==> src/rtl/alu1_issue_ctrl_if.sv <==
// Command, ALU operand/opcode and response bundle for alu1_issue_ctrl.
// master: the issue controller (drives the ALU bus and the handshake replies).
// slave : the environment (command source, external ALU, response consumer).
interface alu1_issue_ctrl_if #(
  parameter int WIDTH = 6
);
  // Command channel
  logic             cmd_valid;
  logic             cmd_ready;
  logic [1:0]       cmd_op;
  logic             cmd_use_acc;
  logic [WIDTH-1:0] cmd_a;
  logic [WIDTH-1:0] cmd_b;
  // ALU operand/opcode bus
  logic [WIDTH-1:0] alu_a;
  logic [WIDTH-1:0] alu_b;
  logic [1:0]       alu_c;
  logic [WIDTH-1:0] alu_f;
  // Response channel
  logic             rsp_valid;
  logic             rsp_ready;
  logic [WIDTH-1:0] rsp_data;
  logic [1:0]       rsp_op;

  modport master (
    input  cmd_valid, cmd_op, cmd_use_acc, cmd_a, cmd_b, alu_f, rsp_ready,
    output cmd_ready, alu_a, alu_b, alu_c, rsp_valid, rsp_data, rsp_op
  );

  modport slave (
    output cmd_valid, cmd_op, cmd_use_acc, cmd_a, cmd_b, alu_f, rsp_ready,
    input  cmd_ready, alu_a, alu_b, alu_c, rsp_valid, rsp_data, rsp_op
  );
endinterface

==> src/rtl/alu1_issue_ctrl.sv <==
// alu1_issue_ctrl: initiator for the alu1 operand/opcode bus.
// Accepts one command, presents registered operands/opcode to the external
// ALU for 1+LAT cycles, captures alu_f into the accumulator and returns it on
// the response channel. One operation in flight at a time.
// Optional macro ALU_CHECK_EN: adds a golden model of the ALU and a sticky
// err flag raised when alu_f disagrees with it at the sample edge.
module alu1_issue_ctrl #(
  parameter int WIDTH = 6,
  parameter int LAT   = 0
) (
  input  logic                clk,
  input  logic                rst_n,
  alu1_issue_ctrl_if.master   bus,
  output logic [WIDTH-1:0]    acc,
  output logic [7:0]          op_count,
  output logic                err
);

  localparam logic [1:0] S_IDLE = 2'd0;
  localparam logic [1:0] S_EXEC = 2'd1;
  localparam logic [1:0] S_RESP = 2'd2;

  logic [1:0] state;
  logic [2:0] wait_cnt;
  logic       sample_now;

  // The ALU result is taken on the last EXEC cycle.
  assign sample_now = (state == S_EXEC) && (wait_cnt == 3'd0);

  // Handshake outputs decode straight from the registered state, so they are
  // glitch-free and take their reset values together with the state.
  assign bus.cmd_ready = (state == S_IDLE);
  assign bus.rsp_valid = (state == S_RESP);

  // Main controller: command capture, latency count, result capture, response.
  // NOTE: sequential state uses non-blocking assignments only, so every branch
  // reads the pre-edge values (e.g. acc for cmd_use_acc is the previous result).
  always_ff @(posedge clk or negedge rst_n) begin
    if (!rst_n) begin
      state        <= S_IDLE;
      wait_cnt     <= 3'd0;
      bus.alu_a    <= '0;
      bus.alu_b    <= '0;
      bus.alu_c    <= 2'b00;
      bus.rsp_data <= '0;
      bus.rsp_op   <= 2'b00;
      acc          <= '0;
      op_count     <= 8'd0;
    end else begin
      case (state)
        S_IDLE: begin
          if (bus.cmd_valid) begin
            bus.alu_a <= bus.cmd_use_acc ? acc : bus.cmd_a;
            bus.alu_b <= bus.cmd_b;
            bus.alu_c <= bus.cmd_op;
            wait_cnt  <= 3'(LAT);
            state     <= S_EXEC;
          end
        end
        S_EXEC: begin
          if (wait_cnt != 3'd0) begin
            wait_cnt <= wait_cnt - 3'd1;
          end else begin
            bus.rsp_data <= bus.alu_f;
            bus.rsp_op   <= bus.alu_c;
            acc          <= bus.alu_f;
            state        <= S_RESP;
          end
        end
        S_RESP: begin
          if (bus.rsp_ready) begin
            op_count <= op_count + 8'd1;
            state    <= S_IDLE;
          end
        end
        default: state <= S_IDLE;
      endcase
    end
  end

`ifdef ALU_CHECK_EN
  logic [WIDTH-1:0] golden_f;

  // Golden ALU: 00 A+B+1, 01 A, 10 A&B, 11 A-B, all wrap-around.
  // NOTE: every output of a combinational block gets a default first, so no
  // path leaves it unassigned and no latch is inferred.
  always_comb begin
    golden_f = '0;
    case (bus.alu_c)
      2'b00:   golden_f = bus.alu_a + bus.alu_b + WIDTH'(1);
      2'b01:   golden_f = bus.alu_a;
      2'b10:   golden_f = bus.alu_a & bus.alu_b;
      default: golden_f = bus.alu_a - bus.alu_b;
    endcase
  end

  // Sticky mismatch flag, set only at the sample edge, cleared only by reset.
  always_ff @(posedge clk or negedge rst_n) begin
    if (!rst_n) begin
      err <= 1'b0;
    end else if (sample_now && (bus.alu_f != golden_f)) begin
      err <= 1'b1;
    end
  end
`else
  assign err = 1'b0;
`endif

endmodule
==> src/flat_wrapper.sv <==
// flat-port wrapper written by rule: the top's interface ports become plain ports
module alu1_issue_ctrl_flat 
#(
  parameter int WIDTH = 6,
  parameter int LAT   = 0
)
  (clk, rst_n, acc, op_count, err, bus_cmd_valid, bus_cmd_op, bus_cmd_use_acc, bus_cmd_a, bus_cmd_b, bus_alu_f, bus_rsp_ready, bus_cmd_ready, bus_alu_a, bus_alu_b, bus_alu_c, bus_rsp_valid, bus_rsp_data, bus_rsp_op);
  alu1_issue_ctrl_if #(.WIDTH(WIDTH)) bus_i ();
  input  logic clk;
  input  logic rst_n;
  output logic [WIDTH-1:0] acc;
  output logic [7:0] op_count;
  output logic err;
  input wire logic [$bits(bus_i.cmd_valid)-1:0] bus_cmd_valid;
  input wire logic [$bits(bus_i.cmd_op)-1:0] bus_cmd_op;
  input wire logic [$bits(bus_i.cmd_use_acc)-1:0] bus_cmd_use_acc;
  input wire logic [$bits(bus_i.cmd_a)-1:0] bus_cmd_a;
  input wire logic [$bits(bus_i.cmd_b)-1:0] bus_cmd_b;
  input wire logic [$bits(bus_i.alu_f)-1:0] bus_alu_f;
  input wire logic [$bits(bus_i.rsp_ready)-1:0] bus_rsp_ready;
  output wire logic [$bits(bus_i.cmd_ready)-1:0] bus_cmd_ready;
  output wire logic [$bits(bus_i.alu_a)-1:0] bus_alu_a;
  output wire logic [$bits(bus_i.alu_b)-1:0] bus_alu_b;
  output wire logic [$bits(bus_i.alu_c)-1:0] bus_alu_c;
  output wire logic [$bits(bus_i.rsp_valid)-1:0] bus_rsp_valid;
  output wire logic [$bits(bus_i.rsp_data)-1:0] bus_rsp_data;
  output wire logic [$bits(bus_i.rsp_op)-1:0] bus_rsp_op;
  assign bus_i.cmd_valid = bus_cmd_valid;
  assign bus_i.cmd_op = bus_cmd_op;
  assign bus_i.cmd_use_acc = bus_cmd_use_acc;
  assign bus_i.cmd_a = bus_cmd_a;
  assign bus_i.cmd_b = bus_cmd_b;
  assign bus_i.alu_f = bus_alu_f;
  assign bus_i.rsp_ready = bus_rsp_ready;
  assign bus_cmd_ready = bus_i.cmd_ready;
  assign bus_alu_a = bus_i.alu_a;
  assign bus_alu_b = bus_i.alu_b;
  assign bus_alu_c = bus_i.alu_c;
  assign bus_rsp_valid = bus_i.rsp_valid;
  assign bus_rsp_data = bus_i.rsp_data;
  assign bus_rsp_op = bus_i.rsp_op;
  alu1_issue_ctrl #(.WIDTH(WIDTH), .LAT(LAT)) u_core (.clk(clk), .rst_n(rst_n), .bus(bus_i), .acc(acc), .op_count(op_count), .err(err));
endmodule
==> config.mk <==
export PLATFORM = sky130hd
export DESIGN_NAME = alu1_issue_ctrl_flat
export DESIGN_NICKNAME = d
export VERILOG_FILES = /design/src/rtl/alu1_issue_ctrl_if.sv /design/src/rtl/alu1_issue_ctrl.sv /design/src/flat_wrapper.sv
export SDC_FILE = /design/constraint.sdc
export NUM_CORES = 1
export LEC_CHECK = 0
export CAP_MARGIN = 5
export CORE_MARGIN = 4
export CORE_UTILIZATION = 43
export DETAILED_ROUTE_END_ITERATION = 8
export PLACE_DENSITY_LB_ADDON = 0.05
export SLEW_MARGIN = 20
export SYNTH_ARGS = -nofsm -noshare
export SYNTH_HDL_FRONTEND = slang
export SYNTH_SLANG_ARGS = --single-unit
==> constraint.sdc <==
create_clock -name clk -period 2.2 [get_ports clk]
set_input_delay 0.22 -clock clk [delete_from_list [all_inputs] [get_ports clk]]
set_output_delay 0.22 -clock clk [all_outputs]
set_load 0.05 [all_outputs]
* Word-level counts from Yosys, hierarchy flattened *
Cells that the tools add are included.

storage, ports and cells
  flip-flop bits (word level) = 35
  output and inout bits = 39
  word-level logic and storage cells = 33

cells by class
  bitwise logic cells = 1
  mux-type cells = 8
  equality and inequality tests = 6
  $add $sub $neg = 2
  reduce and logical (&&, ||, !) cells = 8

operators with widths
  operator               count
  $add A8 B1 Y8 const B  1
  $ne A2 B2 Y1 const B   4
  $mux W2                3
  $mux W3                2
  $mux W6                1
  $pmux W2 S3            1
  $pmux W3 S2            1
  $reduce_and A2 Y1      3
  $reduce_and A3 Y1      2
  $reduce_bool A3 Y1     1
  $sub A3 B1 Y3 const B  1
  $eq A2 B1 Y1 const B   1
  $eq A2 B2 Y1 const B   1
  $logic_not A2 Y1       1
  $reduce_bool A2 Y1     1
  $not A1 Y1             1

* Depth between registers and ports, before layout *
Gate-level depths: netlist (run 1).

  depth in word-level cells = 3
  gate-level depth with buffers = 5

* Worst setup path before layout (run 1) *
OpenSTA, ideal clock, no wires.

  path kind = reg2reg
  from = register u_core.wait_cnt[0]
  to = register u_core.bus.rsp_data[0]
  required time = 2.075 ns
  arrival = 1.458 ns
  setup time = 0.125 ns
  slack = 0.617 ns
  period minus slack after synthesis = 1.583 ns
  stages on the path, launching flop included = 6
  cells stage by stage = dfrtp_1 inv_1 ha_1 nand2b_4 nor3b_4 mux2_2

on the way
  longest elaborated chain between the ends = 3

ends and longest elaborated chain
  what                                line                      source
  start: declaration                  alu1_issue_ctrl.sv:24     logic [2:0] wait_cnt;
  start signal: assignment            alu1_issue_ctrl.sv:56     wait_cnt <= 3'(LAT);
  start signal: assignment            alu1_issue_ctrl.sv:62     wait_cnt <= wait_cnt - 3'd1;
  $reduce_bool A3 Y1                  alu1_issue_ctrl.sv:61     if (wait_cnt != 3'd0) begin
  $not A1 Y1 (no source line)         -
  $reduce_and A2 Y1 (no source line)  -
  end signal: assignment              alu1_issue_ctrl.sv:64     bus.rsp_data <= bus.alu_f;
  end: declaration                    alu1_issue_ctrl_if.sv:27  output cmd_ready, alu_a, alu_b, alu_c, rsp_valid, rsp_data, rsp_op

Every way passes these cells.
A chain may end at the register's enable or synchronous reset.

* Final worst setup path (run 1) *
  from = register u_core.state[1]
  to = output port bus_rsp_valid

on the way
  longest elaborated chain between the ends = 1

ends and longest elaborated chain
  what                      line                   source
  start: declaration        alu1_issue_ctrl.sv:23  logic [1:0] state;
  start signal: assignment  alu1_issue_ctrl.sv:40  state <= S_IDLE;
  start signal: assignment  alu1_issue_ctrl.sv:57  state <= S_EXEC;
  start signal: assignment  alu1_issue_ctrl.sv:67  state <= S_RESP;
  $eq A2 B2 Y1              alu1_issue_ctrl.sv:33  assign bus.rsp_valid = (state == S_RESP);
  end: declaration          flat_wrapper.sv:25     output wire logic [$bits(bus_i.rsp_valid)-1:0] bus_rsp_valid;

Every way passes these cells.

==> impl_results.md, run 1 <==
- Endpoint kind of the worst setup timing path: primary output
- Final net count: 214
- Hold Fails Final Rpt: 0
- Fill cells: 289
- Area added between synthesis and finish: 43.30%
- Number of buffers inserted by port buffering: just over 60
- Level count of the clock H-tree: 2
- First-pass GRT wire length: roughly 5300 um
- Share of async-settable or async-resettable flops after synthesis: 100.0%
- TritonCTS clock tree: built
- Total inserted antenna cells: 0
- Initial antenna violation count: 0
- Max_slew headroom: 63.99%
- Power density relative to cell area: 1726 nW/um^2
- Post-synthesis sequential area ratio: ~55%
- Type of the worst setup path: flip-flop to primary output
- Die area: around 4800 um^2
- Area fraction of the dominant cell type after synthesis: 54.82%
- Clock edge transition at the registers on the reported setup and hold paths: 60 ps
- Average via count per standard cell: approximately 4.9
- I/O Pins: 64
- Count of state elements after synthesis: 35
- Clock root buffer: sky130_fd_sc_hd__clkbuf_8
- Setup repair after global routing missed its margin: false
- Detailed-routing iteration count for the pre-antenna-repair pass: 4
- Post-CTS setup-driven buffer insertion count: 0
- Period utilisation layout: between 90% and 100%
- Final GP Congestion: 0.7224
- Number of standard cells after synthesis: approximately 130
- Most common cell in the synthesized netlist: sky130_fd_sc_hd__dfrtp_1
- Number of synthesized flops with an enable pin: 0
- Detail Route Antenna Nets: 0
- Starting density of the core: approximately 46%
- WL per Instance: approximately 15 um
- Top cells by area, synth: sky130_fd_sc_hd__dfrtp_1, sky130_fd_sc_hd__mux2_2, sky130_fd_sc_hd__mux2i_1
- Share of the core filled with cells: 66.02%
- Via Count: 1131
- Synthesized area per cell: 12.58 um^2
- Synth unique cells: 30
- Aggregate negative setup slack: 0 ps
- Commonest cells post-synth: sky130_fd_sc_hd__dfrtp_1, sky130_fd_sc_hd__mux2_2, sky130_fd_sc_hd__nor2_1
- Number of clock sinks: 35
- Maxcap violations: 0
- Placement row count: 21
- Largest fanout on the critical path: 10
- X dimension of the die: 68.96 um
- Leading area contributor after synthesis: sky130_fd_sc_hd__dfrtp_1
- Number of pins with negative max-slew slack in the final report: 0
- Maximum achievable frequency: 0.4679 GHz
- Transition time of the tightest slew-check pin: between 500 and 600 ps
- Startpoint type of the worst setup path: flip-flop
- Post-layout min period: 2137 ps
- Leakage dissipation: 0.9987 nW
- Number of nets produced by synthesis: roughly 160
- Core Area: approximately 3500 um^2
- Number of global-route vias before repair: roughly 1100
- Total clock buffers created by CTS: 5
- Result of the run: finished, final reports clean
- Slowest stage cell, crit path: sky130_fd_sc_hd__clkdlybuf4s50_1
- Worst-path cell chain: nor2b_1, clkdlybuf4s50_1
- Worst vdd rail ir drop: 881.6 uV
- Clock Tree Buf Depth: 2
- Worst-case reg-to-reg path depth: 5
- Stage delay of the slowest cell on the critical path: 830 ps
- Post-route DRC: 0
- Class of the tightest hold or removal check: input pin to asynchronous set/reset pin
- Final setup fails: 0
- Total standard cell area after synthesis: 1598 um^2
- Number of gates resized after CTS: 0
- Total half-perimeter wirelength after legalization and detailed placement: 2530 um
- Clock Latency Late Sink: around 270 ps
- Worst clock skew: roughly 4.7 ps
- Arrival time reported for the critical path endpoint: 1920 ps
- Maximum number of pins on one net before global-route repair: 36
- First DRT Iteration DRCs: 37
- Warnings, synthesis: 0
- Total global-route track usage: 15.35%
- Dominant synthesized flop cell: sky130_fd_sc_hd__dfrtp_1
- Sum of overflow across all layers after global routing: 0
- DRT Wirelength: roughly 3400 um
- Required time of the worst setup path: about 2000 ps
- Die Span Y: 68.96 um
- Cts hold-fix bufs: 0
- Layout cells sized above 1: 16.22%
-- per-stage QoR --
step | hold slack (ps) | std cells | worst slack (ps) | area (um^2) | total power [mW]
detailed placement | 476.4 | 225 | 359.3 | 2217 | 3.583
global placement | 457.8 | 225 | 378.9 | 2217 | 3.529
finish | 366.8 | 231 | 62.92 | 2290 | 3.952
floorplan | -75.59 | 127 | 617.2 | 1598 | 2.831
CTS | 380.2 | 231 | 61.27 | 2290 | 3.995
global route | 408.3 | 231 | 1.577 | 2290 | 4.166
-- registers in the layout, summed over array words and instances (netlist names) --
register and flops:
u_core.bus.rsp_op 2, u_core.wait_cnt 3, u_core.bus.alu_b 6, u_core.op_count 8
u_core.bus.rsp_data 6, u_core.bus.alu_a 6, u_core.state 2, u_core.bus.alu_c 2
-- worst paths after layout --
kind	from	endpoint	slack, ps
max in group asynchronous	rst_n	u_core.op_count[4]$_DFFE_PN0P_	1530
min in group clk	u_core.op_count[7]$_DFFE_PN0P_	u_core.op_count[7]$_DFFE_PN0P_	480
max reg2reg	u_core.wait_cnt[0]$_DFFE_PN0P_	u_core.bus.rsp_data[3]$_DFFE_PN0P_	360
max	u_core.state[1]$_DFFE_PN0P_	bus_rsp_valid	60
min	rst_n	u_core.bus.alu_b[2]$_DFFE_PN0P_	370
min reg2reg	u_core.op_count[7]$_DFFE_PN0P_	u_core.op_count[7]$_DFFE_PN0P_	480
-- power breakdown --
group | internal [mW] | total, mW | switching (mW)
clock network | 0.211 | 0.403 | 0.192
registers | 0.909 | 1.15 | 0.244
logic | 0.870 | 2.39 | 1.53
-- final cells by class --
type | count | area [um^2] | area share (%)
well taps | 46 | 57.56 | 2.514
flip-flops and latches | 35 | 875.8 | 38.25
multi-input cells | 74 | 625.6 | 27.32
inverters | 6 | 22.52 | 0.9836
clock buffers | 6 | 72.57 | 3.169
repair buffers | 64 | 635.6 | 27.76
-- routing by layer --
| metal | vias to the layer above | track usage (%) | part of all wire [%] |
|---|---|---|---|
| met5 | - | 0 | 0 |
| met4 | 0 | 5.109 | 0.69 |
| met3 | 2 | 4.214 | 7.7 |
| met2 | 46 | 25.95 | 52 |
| met1 | 545 | 18.85 | 40 |
| li1 | 538 | - | - |
-- placed cells by master (no fill, tap or decap), drive strengths merged, types with 2 or more instances in the layout --
cell type       n
nor3            2
clkdlybuf4s50  62
nor2           11
dfrtp          35
xnor2           3
nor3b           2
ha              3
mux2           19
clkbuf          6
a21oi           6
nand2           2
xor2            4
a22o            3
buf             2
mux2i           6
inv             6
-- logic make-up after synthesis --
group | count (synthesis) | synth area share, %
AO/OA/AOI/OAI | 13 | 5.169
adder cells (fa/ha/maj) | 3 | 2.350
XOR/XNOR | 7 | 3.837
other | 1 | 0.2347
AND/OR/NAND/NOR | 25 | 10.10
flip-flops | 35 | 54.82
multiplexers | 25 | 17.15
buffers and inverters | 18 | 6.343
-- worst max-delay path: cells and delay by family (launching register included) --
family / cells / cell delay (ps)
and+or+nand+nor: 1 / 230
DFF: 1 / 590
buffers and inverters: 1 / 830
Power figures use the tool's default switching activity.
==> run 2, diff against run 1 <==
--- a/config.mk
+++ b/config.mk
@@ -7,8 +7,9 @@
 export LEC_CHECK = 0
 export CAP_MARGIN = 5
 export CORE_MARGIN = 4
-export CORE_UTILIZATION = 43
+export CORE_UTILIZATION = 39
 export DETAILED_ROUTE_END_ITERATION = 8
+export MAX_ROUTING_LAYER = met4
 export PLACE_DENSITY_LB_ADDON = 0.05
 export SLEW_MARGIN = 20
 export SYNTH_ARGS = -nofsm -noshare
==> constraint.sdc (replaced) <==
create_clock -name clk -period 1.94 [get_ports clk]
set_input_delay 0.194 -clock clk [delete_from_list [all_inputs] [get_ports clk]]
set_output_delay 0.194 -clock clk [all_outputs]
set_load 0.05 [all_outputs]
==> run 2 against run 1 <==
Sequential cell count is the same. Clock skew shrank 1.5 ps. Largest cell class unchanged. Cell area grew 0.33%. Sequential power grew 14%. Clock power grew 16%. Critical path type unchanged. Via count shrank 3.1%. Final cell count grew 2.2%. First-iteration DRC count grew 22%.
==> impl_results.md, run 2 (synthesis results as in run 1) <==
- Starting density of the core: 40.23% (-5.8 points)
- Placement row count: 23 (+9.5%)
- Clock root buffer: sky130_fd_sc_hd__clkbuf_8
- Worst clock skew: 3.213 ps (-1.498 ps)
- Slowest stage cell, crit path: sky130_fd_sc_hd__clkdlybuf4s50_1
- Endpoint kind of the worst setup timing path: primary output
- Hold Fails Final Rpt: 0 (unchanged)
- Fill cells: 313 (+8.3%)
- Final setup fails: 0 (unchanged)
- Startpoint type of the worst setup path: flip-flop
- Leakage dissipation: 1.006 nW (+0.77%)
- Result of the run: finished, final reports clean
- Total inserted antenna cells: 0 (unchanged)
- Level count of the clock H-tree: 2 (unchanged)
- Setup repair after global routing missed its margin: false
- Die Span Y: 72.01 um (+4.4%)
- TritonCTS clock tree: built
- Cts hold-fix bufs: 0 (unchanged)
- Commonest non-fill, non-tap cells in the layout: sky130_fd_sc_hd__clkdlybuf4s50_1, sky130_fd_sc_hd__dfrtp_1, sky130_fd_sc_hd__mux2_2
- Largest fanout on the critical path: 6 (-4)
- Arrival time reported for the critical path endpoint: 1560 ps (-360 ps)
- Required time of the worst setup path: 1750 ps (-230 ps)
- Maximum achievable frequency: about 0.57 GHz
- X dimension of the die: 72.01 um (+4.4%)
- Class of the tightest hold or removal check: input pin to asynchronous set/reset pin
- Total global-route track usage: 15.20% (-0.14 points)
- Sum of internal, switching and leakage power: 4.478 mW (+13%)
- Core Area: 3971 um^2 (+15%)
- Number of global-route vias before repair: 1179 (+6.8%)
- WL per Instance: 14.28 um (-1.7%)
- Post-route DRC: 0 (unchanged)
- Type of the worst setup path: flip-flop to primary output
- Detailed-routing iteration count for the pre-antenna-repair pass: 4 (unchanged)
- Clock edge transition at the registers on the reported setup and hold paths: 60 ps (about the same)
- Max reg flops: 8 (unchanged)
- DRT Wirelength: 3371 um (+0.48%)
- Post-layout min period: between 1500 and 2000 ps
- Register name with the most flops: u_core.op_count
- Initial antenna violation count: 0 (unchanged)
- Number of buffers and inverters on the critical path: 1 (unchanged)
- Gate family responsible for the most delay along the worst path: buffers and inverters
- Tightest hold margin: 331.0 ps (-35.72 ps)
- Stage delay of the slowest cell on the critical path: 850 ps (+20 ps)
- Via Count: 1096 (-3.1%)
- Final GP Congestion: 0.7726 (+6.9%)
- Share of the core filled with cells: 57.85% (-8.2 points)
- Number of gates resized after CTS: 0 (unchanged)
- Final net count: 215 (+0.47%)
- Post-CTS setup-driven buffer insertion count: 0 (unchanged)
- Total clock buffers created by CTS: 5 (unchanged)
- Worst-path cell chain: clkdlybuf4s50_1
- Clock Latency Late Sink: 280 ps (about the same)
- Number of clock sinks: 35 (unchanged)
- Number of buffers inserted by port buffering: 62 (unchanged)
- Max_slew headroom: 65.78% (+1.8 points)
- Maxcap violations: 0 (unchanged)
- Most frequent standard cell in the layout excluding fill and tap cells: sky130_fd_sc_hd__clkdlybuf4s50_1
- Layout cells sized above 1: 17.74% (+1.5 points)
- Aggregate negative setup slack: 0 ps (unchanged)
- Period utilisation layout: 90.54%
- Area added between synthesis and finish: 43.77%
- Die area: 5185 um^2 (+9.0%)
- Sum of overflow across all layers after global routing: 0 (unchanged)
- Detail Route Antenna Nets: 0 (unchanged)
- First-pass GRT wire length: 5865 um (+10%)
- Transition time of the tightest slew-check pin: 511.7 ps (-27.84 ps)
- Total half-perimeter wirelength after legalization and detailed placement: 2578 um (+1.9%)
- Worst vdd rail ir drop: 729.6 uV (-17%)
- I/O Pins: 64 (unchanged)
- First DRT Iteration DRCs: 45 (+22%)
- Power density relative to cell area: 1949 nW/um^2 (+13%)
- Maximum number of pins on one net before global-route repair: 36 (unchanged)
- Clock Tree Buf Depth: 2 (unchanged)
- Number of pins with negative max-slew slack in the final report: 0 (unchanged)
- Average via count per standard cell: 4.644 (-5.1%)
-- run 2: changes by cell type in the layout (fill, tap and decap cells not counted), sizes merged --
cell	change
clkdlybuf4s50	-2
buf	+3
-- run 2: path summary, 6_finish.rpt --
kind,start,end,slack (ps),cells past startpoint
worst max-delay path,u_core.op_count[2]$_DFFE_PN0P_,op_count[2],180,1
worst min-delay path,rst_n,u_core.bus.alu_b[5]$_DFFE_PN0P_,330,2
worst max register to register,u_core.wait_cnt[0]$_DFFE_PN0P_,u_core.bus.rsp_data[4]$_DFFE_PN0P_,310,6
worst min register to register,u_core.op_count[7]$_DFFE_PN0P_,u_core.op_count[7]$_DFFE_PN0P_,470,1
max in group asynchronous,rst_n,u_core.op_count[6]$_DFFE_PN0P_,1300,2
min in group clk,u_core.op_count[7]$_DFFE_PN0P_,u_core.op_count[7]$_DFFE_PN0P_,470,1
-- run 2: power by group --
part           leakage [nW]  internal (mW)  switching, mW  total [mW]
clock network        0.0371          0.239          0.227       0.466
logic                 0.549          0.988           1.72        2.70
registers             0.421           1.03          0.277        1.31
total                  1.01           2.26           2.22        4.48
-- run 2: layer usage --
layer  global-route usage, %  vias up  wire (um)
li1                        -      540          -
met5                       -        -          0
met2                   23.78       47       1597
met1                   18.64      503       1457
met4                   6.263        0         65
met3                   4.155        6        251
-- run 2: layout make-up --
cell class	count	area, um^2	area share, %
Timing Repair Buffer	65	638.1	27.78
Sequential cell	35	875.8	38.13
Tap cell	50	62.56	2.723
Inverter	6	22.52	0.9804
Multi-Input combinational cell	74	625.6	27.23
Clock buffer	6	72.57	3.159
-- run 2: metrics by stage --
stage / std cells / setup slack [ps] / instance area, um^2
2_1_floorplan: 127 / 357.2 / 1598
3_3_place_gp: 230 / 312.8 / 2225
3_5_place_dp: 230 / 300.9 / 2225
5_1_grt: 236 / 135.4 / 2297
6_report: 236 / 183.5 / 2297
4_1_cts: 236 / 162.9 / 2297
